[config.mk]
export PLATFORM = sky130hd
export DESIGN_NAME = mem_req_arbiter
export DESIGN_NICKNAME = d
export VERILOG_FILES = /design/src/rtl/mem_arb_pkg.sv /design/src/rtl/mem_arb_select.sv /design/src/rtl/mem_req_arbiter.sv
export SDC_FILE = /design/constraint.sdc
export NUM_CORES = 1
export LEC_CHECK = 0
export CAP_MARGIN = 5
export CORE_AREA = 2 2 126 128
export CTS_CLUSTER_SIZE = 14
export DETAILED_ROUTE_END_ITERATION = 10
export DIE_AREA = 0 0 128 130
export PLACE_DENSITY = 0.78
export SYNTH_ARGS = -nofsm -noshare
export SYNTH_HDL_FRONTEND = slang
export SYNTH_SLANG_ARGS = --single-unit
export TNS_END_PERCENT = 5
[constraint.sdc]
create_clock -name CLK -period 6.03 [get_ports CLK]
set_input_delay 0.9045 -clock CLK [delete_from_list [all_inputs] [get_ports CLK]]
set_output_delay 0.9045 -clock CLK [all_outputs]
set_load 0.03 [all_outputs]
[src/rtl/mem_arb_pkg.sv]
// Shared types for the memory request arbiter.
//   req_src_e   : which requester owns the outstanding transaction
//   arb_state_e : arbiter FSM states
//   mem_req_t   : latched downstream request (write flag, address, data)
//   wrap3       : modulo-3 reduction used by the rotating selector
// Build option: MEM_ARB_ROUND_ROBIN_EN selects rotating priority in mem_arb_select.
package mem_arb_pkg;

  // Width of the packed request struct; the top-level XLEN must match it.
  localparam int MEM_ARB_XLEN = 32;

  typedef enum logic [1:0] {SRC_NONE, SRC_FETCH, SRC_LOAD, SRC_STORE} req_src_e;
  typedef enum logic [1:0] {IDLE, REQ, RESP} arb_state_e;

  typedef struct packed {
    logic                    write;
    logic [MEM_ARB_XLEN-1:0] addr;
    logic [MEM_ARB_XLEN-1:0] data;
  } mem_req_t;

  // Reduce a value in 0..5 to 0..2.
  function automatic logic [1:0] wrap3(input logic [2:0] v);
    return (v >= 3'd3) ? 2'(v - 3'd3) : v[1:0];
  endfunction

endpackage

[src/rtl/mem_arb_select.sv]
// Request selector: one-hot grant among the three request valids.
//   grant[2] = store, grant[1] = load, grant[0] = fetch.
// Default build: fixed priority store > load > fetch, purely combinational.
// MEM_ARB_ROUND_ROBIN_EN: rotating priority pointer (CLK/RESET/advance ports
// exist only in this build); after each taken grant the source following the
// winner becomes highest priority.
module mem_arb_select
  import mem_arb_pkg::*;
(
`ifdef MEM_ARB_ROUND_ROBIN_EN
  input  logic       CLK,
  input  logic       RESET,
  input  logic       advance,
`endif
  input  logic       fetch_valid,
  input  logic       load_valid,
  input  logic       store_valid,
  output logic [2:0] grant
);

`ifdef MEM_ARB_ROUND_ROBIN_EN
  // Priority list slots: 0 = store, 1 = load, 2 = fetch. ptr is the top slot.
  logic [1:0] ptr, ptr_nxt, idx;
  logic [2:0] lst, gnt_l;
  logic       found;

  assign lst = {fetch_valid, load_valid, store_valid};

  always_comb begin
    gnt_l   = '0;
    found   = 1'b0;
    ptr_nxt = ptr;
    idx     = '0;
    for (int i = 0; i < 3; i++) begin
      idx = wrap3({1'b0, ptr} + 3'(i));
      if (!found && lst[idx]) begin
        found      = 1'b1;
        gnt_l[idx] = 1'b1;
        ptr_nxt    = wrap3({1'b0, idx} + 3'd1);
      end
    end
  end

  // Slot order is the reverse of the grant bit order.
  assign grant = {gnt_l[0], gnt_l[1], gnt_l[2]};

  always_ff @(posedge CLK or posedge RESET) begin
    if (RESET)                 ptr <= 2'd0;
    else if (advance && found) ptr <= ptr_nxt;
  end
`else
  assign grant = {store_valid,
                  load_valid & ~store_valid,
                  fetch_valid & ~load_valid & ~store_valid};
`endif

endmodule

[src/rtl/mem_req_arbiter.sv]
// Serialises fetch / load / store requests onto one memory port, one
// transaction outstanding, and routes read returns to their requester.
// Ports:
//   CLK, RESET            clock, async active-high reset
//   fetch_req_* / fetch_rsp_*   instruction fetch request / response (+err)
//   load_req_*  / load_rsp_*    data read request / response (+err)
//   store_req_* / store_rsp_valid  data write request / completion
//   mem_req_* / mem_rsp_*       downstream memory handshake and read return
//   busy                  FSM not in IDLE
// Parameters: XLEN (must equal MEM_ARB_XLEN), TIMEOUT (>= 1) cycles in RESP
// before an error response.
// Build option: MEM_ARB_ROUND_ROBIN_EN enables rotating request priority.
module mem_req_arbiter
  import mem_arb_pkg::*;
#(
  parameter int XLEN    = MEM_ARB_XLEN,
  parameter int TIMEOUT = 16
) (
  input  logic            CLK,
  input  logic            RESET,
  input  logic            fetch_req_valid,
  output logic            fetch_req_ready,
  input  logic [XLEN-1:0] fetch_req_addr,
  output logic            fetch_rsp_valid,
  output logic [XLEN-1:0] fetch_rsp_data,
  output logic            fetch_rsp_err,
  input  logic            load_req_valid,
  output logic            load_req_ready,
  input  logic [XLEN-1:0] load_req_addr,
  output logic            load_rsp_valid,
  output logic [XLEN-1:0] load_rsp_data,
  output logic            load_rsp_err,
  input  logic            store_req_valid,
  output logic            store_req_ready,
  input  logic [XLEN-1:0] store_req_addr,
  input  logic [XLEN-1:0] store_req_data,
  output logic            store_rsp_valid,
  output logic            mem_req_valid,
  input  logic            mem_req_ready,
  output logic            mem_req_write,
  output logic [XLEN-1:0] mem_req_addr,
  output logic [XLEN-1:0] mem_req_data,
  input  logic            mem_rsp_valid,
  input  logic [XLEN-1:0] mem_rsp_data,
  output logic            busy
);

  localparam int CW = $clog2(TIMEOUT) + 1;

  arb_state_e      state, state_nxt;
  req_src_e        src;
  mem_req_t        lat;
  logic [CW-1:0]   cnt;
  logic [2:0]      grant;
  logic            idle, take, timeout, done, wr_done;
  logic [XLEN-1:0] rsp_data;
  logic            rsp_err;

  // Readys are gated by RESET so no output rises while reset is held.
  assign idle     = (state == IDLE) && !RESET;
  assign take     = idle && (grant != 3'b000);
  assign timeout  = (cnt == CW'(TIMEOUT - 1));
  assign done     = (state == RESP) && (mem_rsp_valid || timeout);
  assign wr_done  = (state == REQ) && mem_req_ready && lat.write;
  // Data beats timeout when both land in the same cycle.
  assign rsp_data = mem_rsp_valid ? mem_rsp_data : '0;
  assign rsp_err  = !mem_rsp_valid;

  mem_arb_select u_sel (
`ifdef MEM_ARB_ROUND_ROBIN_EN
    .CLK         (CLK),
    .RESET       (RESET),
    .advance     (take),
`endif
    .fetch_valid (fetch_req_valid),
    .load_valid  (load_req_valid),
    .store_valid (store_req_valid),
    .grant       (grant)
  );

  assign fetch_req_ready = idle & grant[0];
  assign load_req_ready  = idle & grant[1];
  assign store_req_ready = idle & grant[2];

  assign mem_req_valid = (state == REQ);
  assign mem_req_write = mem_req_valid & lat.write;
  assign mem_req_addr  = mem_req_valid ? lat.addr : '0;
  assign mem_req_data  = mem_req_valid ? lat.data : '0;
  assign busy          = (state != IDLE);

  always_comb begin
    state_nxt = state;
    unique case (state)
      IDLE:    if (take)          state_nxt = REQ;
      REQ:     if (mem_req_ready) state_nxt = lat.write ? IDLE : RESP;
      RESP:    if (done)          state_nxt = IDLE;
      default:                    state_nxt = IDLE;
    endcase
  end

  always_ff @(posedge CLK or posedge RESET) begin
    if (RESET) begin
      state           <= IDLE;
      src             <= SRC_NONE;
      lat             <= '0;
      cnt             <= '0;
      fetch_rsp_valid <= 1'b0;
      fetch_rsp_data  <= '0;
      fetch_rsp_err   <= 1'b0;
      load_rsp_valid  <= 1'b0;
      load_rsp_data   <= '0;
      load_rsp_err    <= 1'b0;
      store_rsp_valid <= 1'b0;
    end else begin
      state <= state_nxt;

      if (take) begin
        src       <= grant[2] ? SRC_STORE : (grant[1] ? SRC_LOAD : SRC_FETCH);
        lat.write <= grant[2];
        lat.addr  <= grant[2] ? store_req_addr : (grant[1] ? load_req_addr : fetch_req_addr);
        lat.data  <= grant[2] ? store_req_data : '0;
      end else if (wr_done || done) begin
        src <= SRC_NONE;
      end

      // Counter restarts on read acceptance and saturates rather than wraps.
      if (state == REQ && mem_req_ready && !lat.write) cnt <= '0;
      else if (state == RESP && cnt != '1)             cnt <= cnt + CW'(1);

      // Response strobes are one cycle; data/err are zero outside the strobe.
      store_rsp_valid <= wr_done;
      fetch_rsp_valid <= done && (src == SRC_FETCH);
      fetch_rsp_data  <= (done && src == SRC_FETCH) ? rsp_data : '0;
      fetch_rsp_err   <= done && (src == SRC_FETCH) && rsp_err;
      load_rsp_valid  <= done && (src == SRC_LOAD);
      load_rsp_data   <= (done && src == SRC_LOAD) ? rsp_data : '0;
      load_rsp_err    <= done && (src == SRC_LOAD) && rsp_err;
    end
  end

endmodule

# ---- After elaboration in Yosys (flattened, before gate mapping)
# Cells that the tools add are included.
dict set report word_totals {
  input_bits 167
  reg_bits 143
  elab_cells 73
}
dict set report classes {
  n_mux 19
  n_reduce_logical 22
  add_sub_neg 1
  n_eq_ne 9
  bitwise_logic 9
}
# op n
set ops {}
lappend ops {{2-to-1 mux 32 bit} 8}
lappend ops {{2-to-1 mux 2 bit} 8}
lappend ops {{logical AND 1 bit} 11}
lappend ops {{2-to-1 mux 5 bit} 2}
lappend ops {{bitwise AND 1 bit} 7}
lappend ops {{case mux 2 bit (3 select lines)} 1}
lappend ops {{nonzero test 2 bit} 3}
lappend ops {{adder 5 x 1 -> 5 bit (second input constant)} 1}
lappend ops {{equality test 5 x 4 -> 1 bit (second input constant)} 1}
lappend ops {{!= test 5 bit (second input constant)} 1}
lappend ops {{equality test 2 x 1 -> 1 bit (second input constant)} 2}
lappend ops {{equality test 2 bit (second input constant)} 2}
lappend ops {{!= test 2 bit (second input constant)} 2}
lappend ops {{logical NOT 1 bit} 3}
lappend ops {{AND reduction 3 bit} 1}
lappend ops {{nonzero test 3 bit} 1}
lappend ops {{logical NOT 2 bit} 1}
lappend ops {{logical OR 1 bit} 2}
lappend ops {{!= test 2 x 1 -> 1 bit (second input constant)} 1}
lappend ops {{inverter 1 bit} 2}

# ---- Longest topological paths before layout
dict set report logic_depth {
  word_depth 7
  mapped_depth 8
  depth_no_buf 6
}

# ---- Hierarchy
# Synthesis repeated with hierarchy kept, for this count alone.
dict set report unflattened {
  cells_unflattened 559
  hier_area_um2 6306.0
}
# mod instances cells_each area_each_um2
set by_module_without_submodules {}
lappend by_module_without_submodules {mem_req_arbiter 1 556 6279.8}
lappend by_module_without_submodules {mem_arb_select 1 3 26.3}

# ---- Worst setup path after synthesis
# No wires, ideal clock.
dict set report synth_path {
  path_type {input to output}
  startpoint {in load_req_valid}
  endpoint {out fetch_req_ready}
  arrival_ns 1.980
  path_buffers 2
  path_slack_ns 3.146
  stages 3
  cell_sequence {buf_2 > buf_2 > nor3_1}
}
dict set report synth_via {
  elab_chain_cells 4
}
# item line
set synth_rtl {}
lappend synth_rtl {{from (decl)} mem_req_arbiter.sv:27} ;# input logic load_req_valid,
lappend synth_rtl {{inverter 1 bit} mem_arb_select.sv:54} ;# fetch_valid & ~load_valid & ~store_valid};
lappend synth_rtl {{bitwise AND 1 bit (2 in series)} mem_arb_select.sv:54}
lappend synth_rtl {{bitwise AND 1 bit} mem_req_arbiter.sv:81} ;# assign fetch_req_ready = idle & grant[0];
lappend synth_rtl {{to (decl)} mem_req_arbiter.sv:22} ;# output logic fetch_req_ready,
# No other way between the ends.

# ---- Final worst setup path
dict set report layout_path {
  startpoint {reg state[1]}
  endpoint {out mem_req_write}
}
dict set report layout_via {
  elab_chain_cells 2
}
# item line
set layout_rtl {}
lappend layout_rtl {{from (decl)} mem_req_arbiter.sv:50} ;# arb_state_e state, state_nxt;
lappend layout_rtl {{from (signal assigned)} mem_req_arbiter.sv:115} ;# state <= state_nxt;
lappend layout_rtl {{equality test 2 x 1 -> 1 bit} mem_req_arbiter.sv:85} ;# assign mem_req_valid = (state == REQ);
lappend layout_rtl {{bitwise AND 1 bit} mem_req_arbiter.sv:86} ;# assign mem_req_write = mem_req_valid & lat.write;
lappend layout_rtl {{to (decl)} mem_req_arbiter.sv:40} ;# output logic mem_req_write,
# No other way between the ends.

==> impl_metrics.yaml <==
yosys:
  synth_nets: 726
  yosys_warnings: 0
  synth-main-ff-cell: "dfrtp_1"
  synth_cells: 556
  synth_area_leaders: "dfrtp_1, and2_1, mux2_2, mux2i_1, a22o_1"
  ys_ff_latch: 143
  synth.top_cell.area_share: 0.583
  synth_area_um2: 6130
  synth_cell_types: 35
  yosysSeqAreaShare: 0.583
  synthArstFlopShare: 1.00
  synth_area_per_cell_um2: 11.0
  synth_top_area_cell: "dfrtp_1"
  synth_edf_count: 0
layout:
  syn_to_final_growth_pct: 61.1
  seq_area_um2: 3580
  post-route-util: 0.641
  nFillCells: 1253
  stdcell_area_um2: 9890
  nNetsFinal: 1017
  final_layout_size_suffix_gt1_frac: 0.0919
  n_antenna_cell: 0
  multi_input_area_um2: 2340
clocking:
  htreeDepth: 4
  clock_latency_ns: 0.42
  clkTransAtPathRegs_ns: 0.06
  clockBufferDepth: 2
  cts_setup_buffers: 0
  root_buffer: "clkbuf_16"
  cts_made_buffers: 17
  clock_sinks: 143
  ctsHoldBuffers: 0
  tritoncts: "built"
  ctsResizeCount: 0
routing:
  dr.pass1.iters: 4
  drtIter0Drc: 254
  drc: 0
  wl_per_cell_um: 16.8
  detail-route-antenna-nets: 0
  wirelength_mm: 17.7
  vias: 5158
  viasPerCell: 4.90
power:
  leakage_nw: 4.40
  power_density_nw_per_um2: 389
  peakVddDrop_v: 0.000198
timing:
  layout_worst_path_cycle_share: 0.641
  worst_pin_slew_ns: 1.03
  fmax_ghz: 0.259
  hold_ws_ns: 0.497
  fin_tns_setup_ns: 0
  max_slew_margin: 0.312
  fin_crit_ns: 3.86
  finalWorstSetupSlack_ns: 2.17
  setup_viol: 0
  finClkSkew_ns: 0.00897
  slew_violations: 0
  rsz0062_at_grt: "false"
  hold_viol_final: 0
worst_setup_path:
  path_class: "flop to output pin"
  worstPathArrival_ns: 2.96
  path_max_fanout: 40
  end_kind: "output pin"
  start_kind: "flop"
  crit_required_ns: 5.13
grt:
  gr-usage-all-layers: 0.214
  grt_overflow: 0
  grt_antenna_before_repair: 0
  grt_max_degree: 91
  grt_pass1_vias: 5184
  grt_pass1_wl_mm: 27.1
placed_design:
  placed_area_um2: 9290
  numPortBuffers: 305
  place.gp.congestion: 0.812
  pre_cts_ws_ns: 2.31
  dp_hpwl_mm: 12.7
job:
  max_cap_violations: 0
run_status:
  outcome: "finished, final reports clean"
floorplanning:
  num_io_pins: 306
  num_rows: 46
  core_um2: 15400
  die_w_um: 128
  start_util: 0.398
  die-height_um: 130
  fp.dieArea_um2: 16600
worst_hold_path:
  hold_path_class: "flop to flop"
sequential cells by signal, summed over array words and instances (netlist names), 2 cells and up:
name	flops
fetch_rsp_data	32
lat	65
src	2
load_rsp_data	32
state	2
cnt	5
path summary, 6_finish.rpt:
path / startpoint / endpoint / slack (ns) / depth (start not counted)
max: state[1]$_DFFE_PP0P_ / mem_req_write / 2.17 / 5
min: lat[50]$_DFFE_PP0P_ / lat[50]$_DFFE_PP0P_ / 0.50 / 1
max reg2reg: cnt[0]$_DFFE_PP0P_ / fetch_rsp_data[15]$_DFF_PP0_ / 4.00 / 7
min reg2reg: lat[50]$_DFFE_PP0P_ / lat[50]$_DFFE_PP0P_ / 0.50 / 1
max in group asynchronous: RESET / lat[17]$_DFFE_PP0P_ / 3.78 / 3
min in group asynchronous: RESET / state[0]$_DFFE_PP0P_ / 1.06 / 2
metal layers:
| metal | share of wire | vias up | global-route usage |
|---|---|---|---|
| li1 | - | 2433 | - |
| met3 | 0.083 | 27 | 0.0718 |
| met1 | 0.40 | 2472 | 0.249 |
| met2 | 0.50 | 226 | 0.368 |
| met4 | 0.023 | 0 | 0.0795 |
| met5 | 0 | - | 0 |
placed cells by master, fill, tap and decap left out, types with 2 or more instances in the layout:
| master | instances |
|---|---|
| a21o_1 | 2 |
| a21oi_1 | 2 |
| a22o_1 | 32 |
| and2_1 | 67 |
| buf_2 | 2 |
| buf_4 | 8 |
| clkbuf_16 | 17 |
| clkdlybuf4s50_1 | 303 |
| clkinv_4 | 2 |
| clkinv_8 | 2 |
| clkinvlp_4 | 2 |
| dfrtp_1 | 143 |
| ha_1 | 3 |
| inv_1 | 5 |
| inv_6 | 8 |
| mux2_2 | 32 |
| mux2i_1 | 33 |
| nand2_1 | 66 |
| nor2_1 | 70 |
| nor2b_1 | 2 |
| nor3b_1 | 2 |
| o21ai_0 | 35 |
| or4b_1 | 2 |
| xnor2_1 | 2 |
stage by stage:
stage / total power [mW] / cells
2_1_floorplan: 2.22 / 556
3_3_place_gp: 2.82 / 1020
3_5_place_dp: 2.84 / 1020
4_1_cts: 3.89 / 1052
5_1_grt: 4.05 / 1052
6_report: 3.85 / 1052
area by class of cell:
class	instances	area share
clock inverters	15	0.0170
flip-flops and latches	143	0.362
multi-input cells	366	0.237
clock buffers	17	0.0430
repair buffers	313	0.314
inverters	6	0.00278
well taps	192	0.0243
synthesized netlist by cell type (all sizes together), types with 3 or more instances:
library cell / number
dfrtp: 143
mux2i: 33
clkbuf: 18
and2: 67
nand2: 66
a22o: 32
nor2: 70
inv: 6
mux2: 32
o21ai: 35
buf: 23
ha: 3
where the power goes:
group,internal (mW),leakage [nW],switching [mW]
logic,0.699,2.23,0.768
clock network,0.587,0.284,0.449
registers,1.20,1.89,0.146
total,2.49,4.40,1.36
logic make-up after synthesis:
| logic type | count (synthesis) | synth area share |
|---|---|---|
| AOI/OAI and AO/OA | 77 | 0.0861 |
| xor gates and xnor gates | 2 | 0.00286 |
| adders and majority gates | 3 | 0.00612 |
| buffers and inverters | 47 | 0.0369 |
| DFF | 143 | 0.583 |
| muxes | 65 | 0.113 |
| and+or+nand+nor | 219 | 0.172 |
critical path: stages, from the launching register on:
cell             delay [ns]
dfrtp_1                0.46
nand2b_1               0.21
inv_1                  0.50
buf_4                  0.44
and2_1                 0.21
clkdlybuf4s50_1        0.69
Note: power is estimated with default switching activity, not from simulation.
